**src/rtl/fetch_pkg.sv**
```systemverilog
// Shared fetch-stage types: next-PC select, NOP word, branch controller commands.
// Used by fetch_stage (optional counter enabled by FETCH_FLUSH_CNT_EN).
package fetch_pkg;

  typedef enum logic [1:0] {
    PC_SEQ = 2'd0,
    PC_BR  = 2'd1,
    PC_JMP = 2'd2,
    PC_RET = 2'd3
  } pcsel_t;

  localparam int FETCH_IW = 19;
  localparam logic [FETCH_IW-1:0] NOP_INSTR = '0;

  localparam logic [1:0] BC_CMD_SEQ = 2'd0;
  localparam logic [1:0] BC_CMD_BR  = 2'd1;
  localparam logic [1:0] BC_CMD_JMP = 2'd2;
  localparam logic [1:0] BC_CMD_RET = 2'd3;

endpackage

```
**src/rtl/pc_next_sel.sv**
```systemverilog
// Combinational next-PC select: sequential, branch, jump or return.
// All arithmetic wraps modulo 2^AW.
module pc_next_sel
  import fetch_pkg::*;
#(
  parameter int AW = 12
) (
  input  logic [AW-1:0] pc,
  input  logic [AW-1:0] ifid_pc1,
  input  logic [AW-1:0] br_offset,
  input  logic [AW-1:0] jmp_target,
  input  logic [AW-1:0] ret_addr,
  input  pcsel_t        sel,
  output logic [AW-1:0] pc_next
);

  // Branches are relative to the PC+1 held in IF/ID
  always_comb begin
    pc_next = pc + AW'(1);
    unique case (sel)
      PC_SEQ: pc_next = pc + AW'(1);
      PC_BR:  pc_next = ifid_pc1 + br_offset;
      PC_JMP: pc_next = jmp_target;
      PC_RET: pc_next = ret_addr;
      default: pc_next = pc + AW'(1);
    endcase
  end

endmodule

```
**src/rtl/fetch_stage.sv**
```systemverilog
// IF stage: PC, imem address, IF/ID register, optional redirect counter.
// Define FETCH_FLUSH_CNT_EN to build the saturating flush_count counter.
module fetch_stage
  import fetch_pkg::*;
#(
  parameter int AW = 12,
  parameter int IW = 19
) (
  input  logic          clk,
  input  logic          rst_n,
  input  logic          hold,
  input  logic          flush,
  input  logic [1:0]    PCmux,
  input  logic [AW-1:0] br_offset,
  input  logic [AW-1:0] jmp_target,
  input  logic [AW-1:0] ret_addr,
  output logic [AW-1:0] imem_addr,
  input  logic [IW-1:0] imem_rdata,
  output logic [IW-1:0] ifid_instr,
  output logic [AW-1:0] ifid_pc1,
  output logic          ifid_valid,
  output logic [15:0]   flush_count
);

  logic [AW-1:0] pc_q, pc_d;
  logic [AW-1:0] pc1_q;
  logic [IW-1:0] instr_q;
  logic          valid_q;
  pcsel_t        sel;
  logic          squash;

  assign sel       = pcsel_t'(PCmux);
  assign squash    = flush | (sel != PC_SEQ);
  assign imem_addr = pc_q;

  pc_next_sel #(.AW(AW)) u_sel (
    .pc         (pc_q),
    .ifid_pc1   (pc1_q),
    .br_offset  (br_offset),
    .jmp_target (jmp_target),
    .ret_addr   (ret_addr),
    .sel        (sel),
    .pc_next    (pc_d)
  );

  // PC and IF/ID: frozen on hold, bubble on any squash
  always_ff @(posedge clk or negedge rst_n) begin
    if (!rst_n) begin
      pc_q    <= '0;
      pc1_q   <= '0;
      instr_q <= IW'(NOP_INSTR);
      valid_q <= 1'b0;
    end else if (!hold) begin
      pc_q  <= pc_d;
      pc1_q <= pc_q + AW'(1);
      if (squash) begin
        instr_q <= IW'(NOP_INSTR);
        valid_q <= 1'b0;
      end else begin
        instr_q <= imem_rdata;
        valid_q <= 1'b1;
      end
    end
  end

  assign ifid_instr = instr_q;
  assign ifid_pc1   = pc1_q;
  assign ifid_valid = valid_q;

`ifdef FETCH_FLUSH_CNT_EN
  logic [15:0] cnt_q, cnt_d;

  // Count taken redirects/squashes, saturating
  always_comb begin
    cnt_d = cnt_q;
    if (!hold && squash && cnt_q != 16'hFFFF) begin
      cnt_d = cnt_q + 16'd1;
    end
  end

  // Counter register, cleared only by reset
  always_ff @(posedge clk or negedge rst_n) begin
    if (!rst_n) cnt_q <= '0;
    else        cnt_q <= cnt_d;
  end

  assign flush_count = cnt_q;
`else
  assign flush_count = '0;
`endif

  // The select must be known whenever it is acted on
  a_pcmux_known: assert property (
    @(posedge clk) disable iff (!rst_n)
    !hold |-> !$isunknown(PCmux)
  );

endmodule

```
**config.mk**
```make
export PLATFORM = sky130hd
export DESIGN_NAME = fetch_stage
export DESIGN_NICKNAME = d
export VERILOG_FILES = /design/src/rtl/fetch_pkg.sv /design/src/rtl/pc_next_sel.sv /design/src/rtl/fetch_stage.sv
export SDC_FILE = /design/constraint.sdc
export NUM_CORES = 1
export LEC_CHECK = 0
export ABC_AREA = 1
export CORE_ASPECT_RATIO = 1.75
export CORE_MARGIN = 2
export CORE_UTILIZATION = 35
export DETAILED_ROUTE_END_ITERATION = 8
export PLACE_DENSITY = 0.68
export SLEW_MARGIN = 15
export SYNTH_ARGS = -nofsm -noshare
export SYNTH_HDL_FRONTEND = slang
export SYNTH_SLANG_ARGS = --single-unit
```
**constraint.sdc**
```tcl
create_clock -name clk -period 3.2 [get_ports clk]
set_input_delay 0.48 -clock clk [delete_from_list [all_inputs] [get_ports clk]]
set_output_delay 0.48 -clock clk [all_outputs]
set_load 0.05 [all_outputs]
```
# == Word level (Yosys, flattened, before mapping) ==
# Cells that the tools add are included.
# word_totals
wordCells,15
output_inout_bits,60
in_bits,61
register_bits,44
# op_classes
n_mux,3
add_sub_neg,2
bitwise_logic,1
n_reduce_logical,2
eq_ne,3
# op_table
cell,n
12-bit one-hot mux with 4 select lines,1
19-bit 2-to-1 mux,1
"12-bit by 1-bit adder with 12-bit output, second input constant",1
12-bit adder,1
"2-bit equality test, second input constant",2
"2-bit by 1-bit equality test with 1-bit output, second input constant",1
2-bit zero test,1
2-bit nonzero test,1
1-bit 2-to-1 mux,1
1-bit OR,1

# == Longest topological paths before layout ==
# Gate-level depths: netlist of the first run.
# depth
depth_word,3
mapped_depth,12
mapped_depth_nobuf,12

# == By module ==
# Synthesis of the first run repeated with hierarchy kept, for this count alone.
# hier_totals
hier_cells,479
area_unflattened_um2,3229.3
# modules_own_cells
mod,area_per_inst_um2,instances,cells_each,seq_area_each_um2
fetch_stage,2024.4,1,246,1101.1
pc_next_sel,1204.9,1,233,0.0

# == Worst setup path before layout of the first run ==
# No wires, ideal clock.
# synth_path
path_kind,register to register
startpoint,"reg pc1_q[0], in the netlist ifid_pc1[0]"
endpoint,"reg pc_q[6], in the netlist imem_addr[6]"
path_buffers,0
t_arrival_ns,1.959
slack_ns,1.174
setup_ns,0.067
stages_incl_launch_ff,12
path_cell_list,dfrtp_1 > ha_1 > fa_1 > nand3_1 > nand3_1 > nand2_1 > nand2_1 > nand2_1 > nand2_1 > o21ai_0 > nand3_1 > nand2_1
# synth_between
elab_chain_cells,2
# synth_lines
item,line_no,rtl
from (decl),fetch_stage.sv:26,logic [AW-1:0] pc1_q;
from (signal assigned),fetch_stage.sv:55,pc1_q <= pc_q + AW'(1);
12-bit adder,pc_next_sel.sv:22,PC_BR: pc_next = ifid_pc1 + br_offset;
12-bit one-hot mux with 4 select lines,pc_next_sel.sv:20,unique case (sel)
to (signal assigned),fetch_stage.sv:54,pc_q <= pc_d;
to (decl),fetch_stage.sv:25,"logic [AW-1:0] pc_q, pc_d;"
# No other way between the ends.
# A chain may end at the register's enable or synchronous reset.

# == Worst setup path in the final report of the first run ==
# layout_path
startpoint,in br_offset[0]
endpoint,"reg pc_q[6], in the netlist imem_addr[6]"
# layout_between
elab_chain_cells,2
# layout_lines
item,line_no,rtl
from (decl),fetch_stage.sv:14,"input logic [AW-1:0] br_offset,"
12-bit adder,pc_next_sel.sv:22,
12-bit one-hot mux with 4 select lines,pc_next_sel.sv:20,
# No other way between the ends.

==> results.md, run 1 <==
- Crit path buffers/inverters: 1
- Post-DR vias/cell: about 5.2
- R2R depth: 11
- Setup bufs post-CTS: 0
- Total CTS buffers: 5
- Final nets: 553
- Met1 WL: 3160 um
- Clk_lat worst skew: 0.29 ns
- Rel. slew slack: 46.7%
- Final ANT Viol Nets: 0
- Layout cells sized above 1: 5.21%
- Met2 wire len: 4550 um
- Min Tclk post-route: 2.19 ns
- Most used DFF post-synth: dfrtp_1
- Via count: 2953
- DR iter-0 viols: 108
- RR Startpoint: ifid_pc1[0]
- I/O Pins: 121
- Core ar.: 7960 um^2
- Synth async-reset ratio: between 90% and 100%
- Worst Path Arrival: 2.42 ns
- RePlAce Congestion: about 0.86
- Post-CTS Hold Fix Bufs: 0
- Clock Skew: 0.00161 ns
- Largest stage delay, worst path: 0.45 ns
- FF-to-FF End: imem_addr[6]
- Clock Sinks: 44
- Post-synth cell types: 33
- Crit path from: br_offset[0]
- Starting Density: 36.3%
- Area of the multi-input gates: between 1500 and 2000 um^2
- Largest net degree at the start of global routing: 48
- RSZ-0062 raised after global routing: false
- Row count: between 40 and 50
- CP Capture Point: imem_addr[6]
- Reg area: ~1100 um^2
- Drt drc: 0
- WP data required: about 3.4 ns
- Status: complete, no violations
- Syn. warnings: 0
- Seq cells post-synth: 44
- Total congestion overflow: 0
- WS Path Type: primary input to register
- Number of global-route vias before repair: 2948
- Fillers: around 780
- Post-CTS resize count: 0
- Hold Vio Cnt, Final: 0
- Register area share after synthesis: about two fifths
- Tot Pwr: 2.16 mW
- First-pass GRT wire length: 14000 um
- Crit. End Element: register
- Leakage Power: 1.92 nW
- Mean Syn Cell Area: 7.63 um^2
- Chip width: 72.7 um
- Syn Inst Count: 379
- CTS H-tree depth: 2
- Initial antenna violation count: 0
- I/O Buffers: between 100 and 150
- CTS clock-pin slew for the worst setup and hold paths: around 0.06 ns
- Die area: between 9000 and 10000 um^2
- Metal3 WL: between 500 and 600 um
- TritonRoute pass-1 iters: 4
- GRT Resource Usage Total: 19.8%
- Number of cells on the critical path: 12
- Final HPWL from detailed placement: 6660 um
- Startpoint types: primary input
- Crit share post-route: between 60% and 70%
- Max_cap viols: 0
- Avg WL per Cell: 15.2 um
- Yosys top cell area share: 38.1%
- Largest area contributor in the netlist: dfrtp_1
- Post-Synthesis Cell Area: 2890 um^2
- Fmax: 0.457 GHz
- Slew @ Worst Pin: roughly 0.8 ns
- Synth-to-Final Area Change: 42.1%
- Most frequent cell on the critical path: nand2_1
- DRT Wirelength: 8640 um
- Max layer used: met4
- Root Buffer: clkbuf_16
- CTS tree: done
- Antenna cells: 0
- CP max-delay cell: fa_1
- Clock buffer depth: 2
- R2R Setup Slk: 1.21 ns
- Synth area leaders: dfrtp_1 38%, nand2_1 16%, a32o_1 6.6%
- Post-synth top cells: 124 x nand2_1, 44 x dfrtp_1, 34 x inv_1
- Count leader, synth: nand2_1
- Worst min-delay path category: primary input to asynchronous set/reset pin
- Setup TNS: 0 ns
- EDFF count, synth: 0
- Final setup viols: 0
- Die Y: 124 um
- Crit path cell chain: clkdlybuf4s50_1, ha_1, fa_1, nand3_1, nand3_1, nand2_1, nand2_1, nand2_1, nand2_1, o21ai_0, nand3_1, nand2_1
- Count of pins over their slew limit: 0
- PwrDens: 526 nW/um^2
- Maximum VDD drop: approximately 0.38 mV
- Crit Path Max Fanout: 4
- CP top delay family: adder cells
## placed cells by master (no fill, tap or decap), types with 2 or more instances in the layout
cell,count
o21ai_0,17
conb_1,16
o211ai_1,2
nand3b_1,2
dfrtp_1,44
clkdlybuf4s50_1,103
a32o_1,19
a31oi_1,3
nand3_1,24
nor2_2,3
a221oi_1,7
clkinv_2,2
xor2_1,3
buf_4,3
a21oi_1,5
nor2_1,26
nand4_1,4
nand2_1,124
clkbuf_16,5
xnor2_1,3
nor3_1,2
nand2_2,3
o21ai_2,2
ha_1,12
inv_1,34
## worst min path at each step
stage / start / endpoint / cells after the start
6_report: rst_n / ifid_instr[18] / 1
5_1_grt: rst_n / ifid_instr[18] / 1
4_1_cts: rst_n / ifid_instr[18] / 1
3_5_place_dp: ifid_instr[3] / ifid_instr[3] / 1
3_3_place_gp: ifid_instr[1] / ifid_instr[1] / 1
2_1_floorplan: rst_n / ifid_instr[0] / 0
## flip-flops by register name, summed over array words and instances (netlist names)
register	flops
ifid_instr	19
ifid_pc1	12
imem_addr	12
ifid_valid	1
## final cells by class
type / count / area share, %
clock buffers: 6 / 3.38
clock inverters: 2 / 0.244
inverters: 35 / 3.20
multi-input cells: 285 / 37.4
flip-flops and latches: 44 / 26.8
well taps: 90 / 2.74
repair buffers: 108 / 26.3
## routing by layer
layer	track usage, %	vias up
li1	-	1434
met1	20.7	1377
met2	35.2	116
met3	4.46	26
met4	10.5	0
met5	0	-
## metrics by stage
step / hold WS, ns / setup WS (ns) / std cells / area, um^2 / util [%]
3_5_place_dp: 0.481 / 0.692 / 561 / 3940 / 49.5
3_3_place_gp: 0.472 / 0.732 / 561 / 3940 / 49.4
5_1_grt: 0.150 / 0.792 / 570 / 4110 / 51.6
2_1_floorplan: 0.184 / 1.17 / 394 / 2950 / -
6_report: 0.122 / 1.01 / 570 / 4110 / 51.6
4_1_cts: 0.405 / 0.998 / 569 / 4090 / 51.3
## power by group
part           switching [mW]  total [mW]  leakage (nW)  internal (mW)
logic                   0.609       0.940          1.28          0.331
registers              0.0778       0.699         0.566          0.621
clock network           0.215       0.523        0.0766          0.308
## kinds of logic (layout without fill, tap and decap cells)
logic type | count (synthesis) | count (layout) | share of synthesized area (%)
buffers and inverters | 65 | 151 | 10.9
adder cells (fa/ha/maj) | 13 | 13 | 5.89
flip-flops | 44 | 44 | 38.1
AND/OR/NAND/NOR | 191 | 191 | 27.8
XOR/XNOR | 6 | 6 | 1.82
other | 1 | 16 | 0.130
AO/OA/AOI/OAI | 59 | 59 | 15.4
Power figures use the tool's default switching activity.
==> run 2: changes to the inputs <==
clock period = 2.15 ns   (was 3.2 ns; I/O delays follow)
==> run 2 against run 1 <==
Flip-flop and latch count unchanged. Power increased by 65%. Setup slack got worse by 0.80 ns. Clock skew increased by 0.00080 ns. Clock power increased by 110%. Core utilization increased by 1.6 points. Clock-buffer cell count decreased by 1. Via count decreased by 1.3%. Global-route usage about the same. Critical endpoint unchanged. Largest cell class unchanged.
==> results.md, run 2 (synthesis gave the netlist of run 1 again) <==
- Final HPWL from detailed placement: 6700 um (+0.60%)
- Placed cell area: 4000 um^2 (+1.7%)
- Crit share post-route: 90.2%
- WS Path Type: primary input to register
- Chip width: 72.7 um (unchanged)
- Initial antenna violation count: 0 (unchanged)
- Leakage Power: 1.99 nW (+3.4%)
- Via count: 2914 (-1.3%)
- Total congestion overflow: 0 (unchanged)
- DR iter-0 viols: 80 (-26%)
- Synth-to-Final Area Change: 46.4%
- Die Y: 124 um (unchanged)
- Post-CTS resize count: 0 (unchanged)
- Fmax: between 0.5 and 0.6 GHz
- CP top delay family: simple AND/OR/NAND/NOR gates
- RR Startpoint: ifid_pc1[0]
- Crit path from: br_offset[0]
- Final ANT Viol Nets: 0 (unchanged)
- Most frequent cell on the critical path: nand2_1
- Most common cell after layout, fill and taps aside: nand2_1
- RSZ-0062 raised after global routing: false
- CP max-delay cell: clkdlybuf4s50_1
- Crit Path Max Fanout: 4 (unchanged)
- CTS H-tree depth: 2 (unchanged)
- Clock Skew: 0.00241 ns (+0.000799 ns)
- TritonRoute pass-1 iters: 4 (unchanged)
- Final setup viols: 0 (unchanged)
- Fillers: 734 (-5.3%)
- Dpl cells: 570 (+1.6%)
- Total CTS buffers: 5 (unchanged)
- Setup TNS: 0 ns (unchanged)
- Dpl ws: -0.0988 ns (-0.791 ns)
- Maximum VDD drop: 0.526 mV (+40%)
- Final nets: 562 (+1.6%)
- Number of global-route vias before repair: 2966 (+0.61%)
- Antenna cells: 0 (unchanged)
- Count of pins over their slew limit: 0 (unchanged)
- Fin cells: 579 (+1.6%)
- Post-CTS Hold Fix Bufs: 1 (+1)
- Row count: 43 (unchanged)
- Largest stage delay, worst path: 0.41 ns (-0.04 ns)
- Layout cells sized above 1: 6.75% (+1.5 points)
- Hold Vio Cnt, Final: 0 (unchanged)
- Status: complete, no violations
- Slew @ Worst Pin: 0.738 ns (-0.0599 ns)
- Min Tclk post-route: 1.94 ns
- Starting Density: 36.3% (unchanged)
- Drt drc: 0 (unchanged)
- Worst Path Arrival: 2.16 ns (-0.26 ns)
- PwrDens: 841 nW/um^2 (+60%)
- Crit path cell chain: clkdlybuf4s50_1, ha_1, fa_1, nand3_1, nand3_1, nand2_1, nand2_1, nand2_1, nand2_1, o21ai_0, nand3_1, nand2_1
- Core ar.: 7960 um^2 (unchanged)
- CTS clock-pin slew for the worst setup and hold paths: 0.06 ns (about the same)
- Rel. slew slack: 50.7% (+4.0 points)
- Setup bufs post-CTS: 0 (unchanged)
- Clock buffer depth: 2 (unchanged)
- Post-DR vias/cell: 5.03 (-2.9%)
- Final instance area: 4230 um^2 (+3.0%)
- Startpoint types: primary input
- CTS tree: done
- Root Buffer: clkbuf_16
- Crit path buffers/inverters: 1 (unchanged)
- Most frequent cells in the layout: 124 x nand2_1, 103 x clkdlybuf4s50_1, 44 x dfrtp_1
- Core Util, Final: 53.1% (+1.6 points)
- Clock Sinks: 44 (unchanged)
- I/O Buffers: 104 (unchanged)
- Die area: 9030 um^2 (unchanged)
- Avg WL per Cell: 14.5 um (-4.2%)
- Worst min-delay path category: primary input to asynchronous set/reset pin
- First-pass GRT wire length: 14100 um (+1.2%)
- Max_cap viols: 0 (unchanged)
- RePlAce Congestion: 0.926 (+7.3%)
- GRT Resource Usage Total: 19.8% (about the same)
- Max FFs per register: 19 (unchanged)
- Crit. End Element: register
- Clk_lat worst skew: 0.28 ns (about the same)
- R2R Setup Slk: 0.27 ns (-0.94 ns)
- I/O Pins: 121 (unchanged)
- WP data required: 2.37 ns (-1.06 ns)
- DRT Wirelength: 8410 um (-2.7%)
- Fin worst setup slack: 0.210 ns (-0.802 ns)
- Largest net degree at the start of global routing: 39 (-19%)
[run 2: routing by layer]
metal,wire length [um],up-vias,global-route usage [%],part of all wire (%)
met2,4560,100,35.6,54
met3,463,20,3.57,5.5
li1,-,1453,-,-
met5,0,-,0,0
met1,3050,1341,21.3,36
met4,329,0,9.59,3.9
[run 2: area by class of cell]
cell class	instances	area (um^2)	share of cell area (%)
clock buffers	5	125	2.96
inverters	35	131	3.10
clock inverters	3	90.1	2.13
well taps	90	113	2.66
multi-input cells	285	1540	36.3
repair buffers	117	1140	26.8
flip-flops and latches	44	1100	26.0
[run 2: stage by stage]
stage	hold WS (ns)	total power [mW]
after floorplan	0.0269	1.97
after global placement	0.166	2.46
after detailed placement	0.167	2.48
after CTS	0.395	3.59
after global routing	0.410	3.75
final	0.393	3.56
[run 2: worst paths after layout]
check / to / depth (start not counted)
worst max register to register: imem_addr[6] / 11
worst min-delay path: ifid_instr[18] / 2
max in group asynchronous: ifid_pc1[6] / 3
worst min register to register: ifid_instr[5] / 1
min in group clk: ifid_instr[5] / 1
worst max-delay path: imem_addr[6] / 12
[run 2: power by group]
group | leakage (nW) | switching [mW] | internal [mW]
Sequential | 0.566 | 0.113 | 0.925
Clock | 0.104 | 0.314 | 0.783
Combinational | 1.32 | 0.908 | 0.514
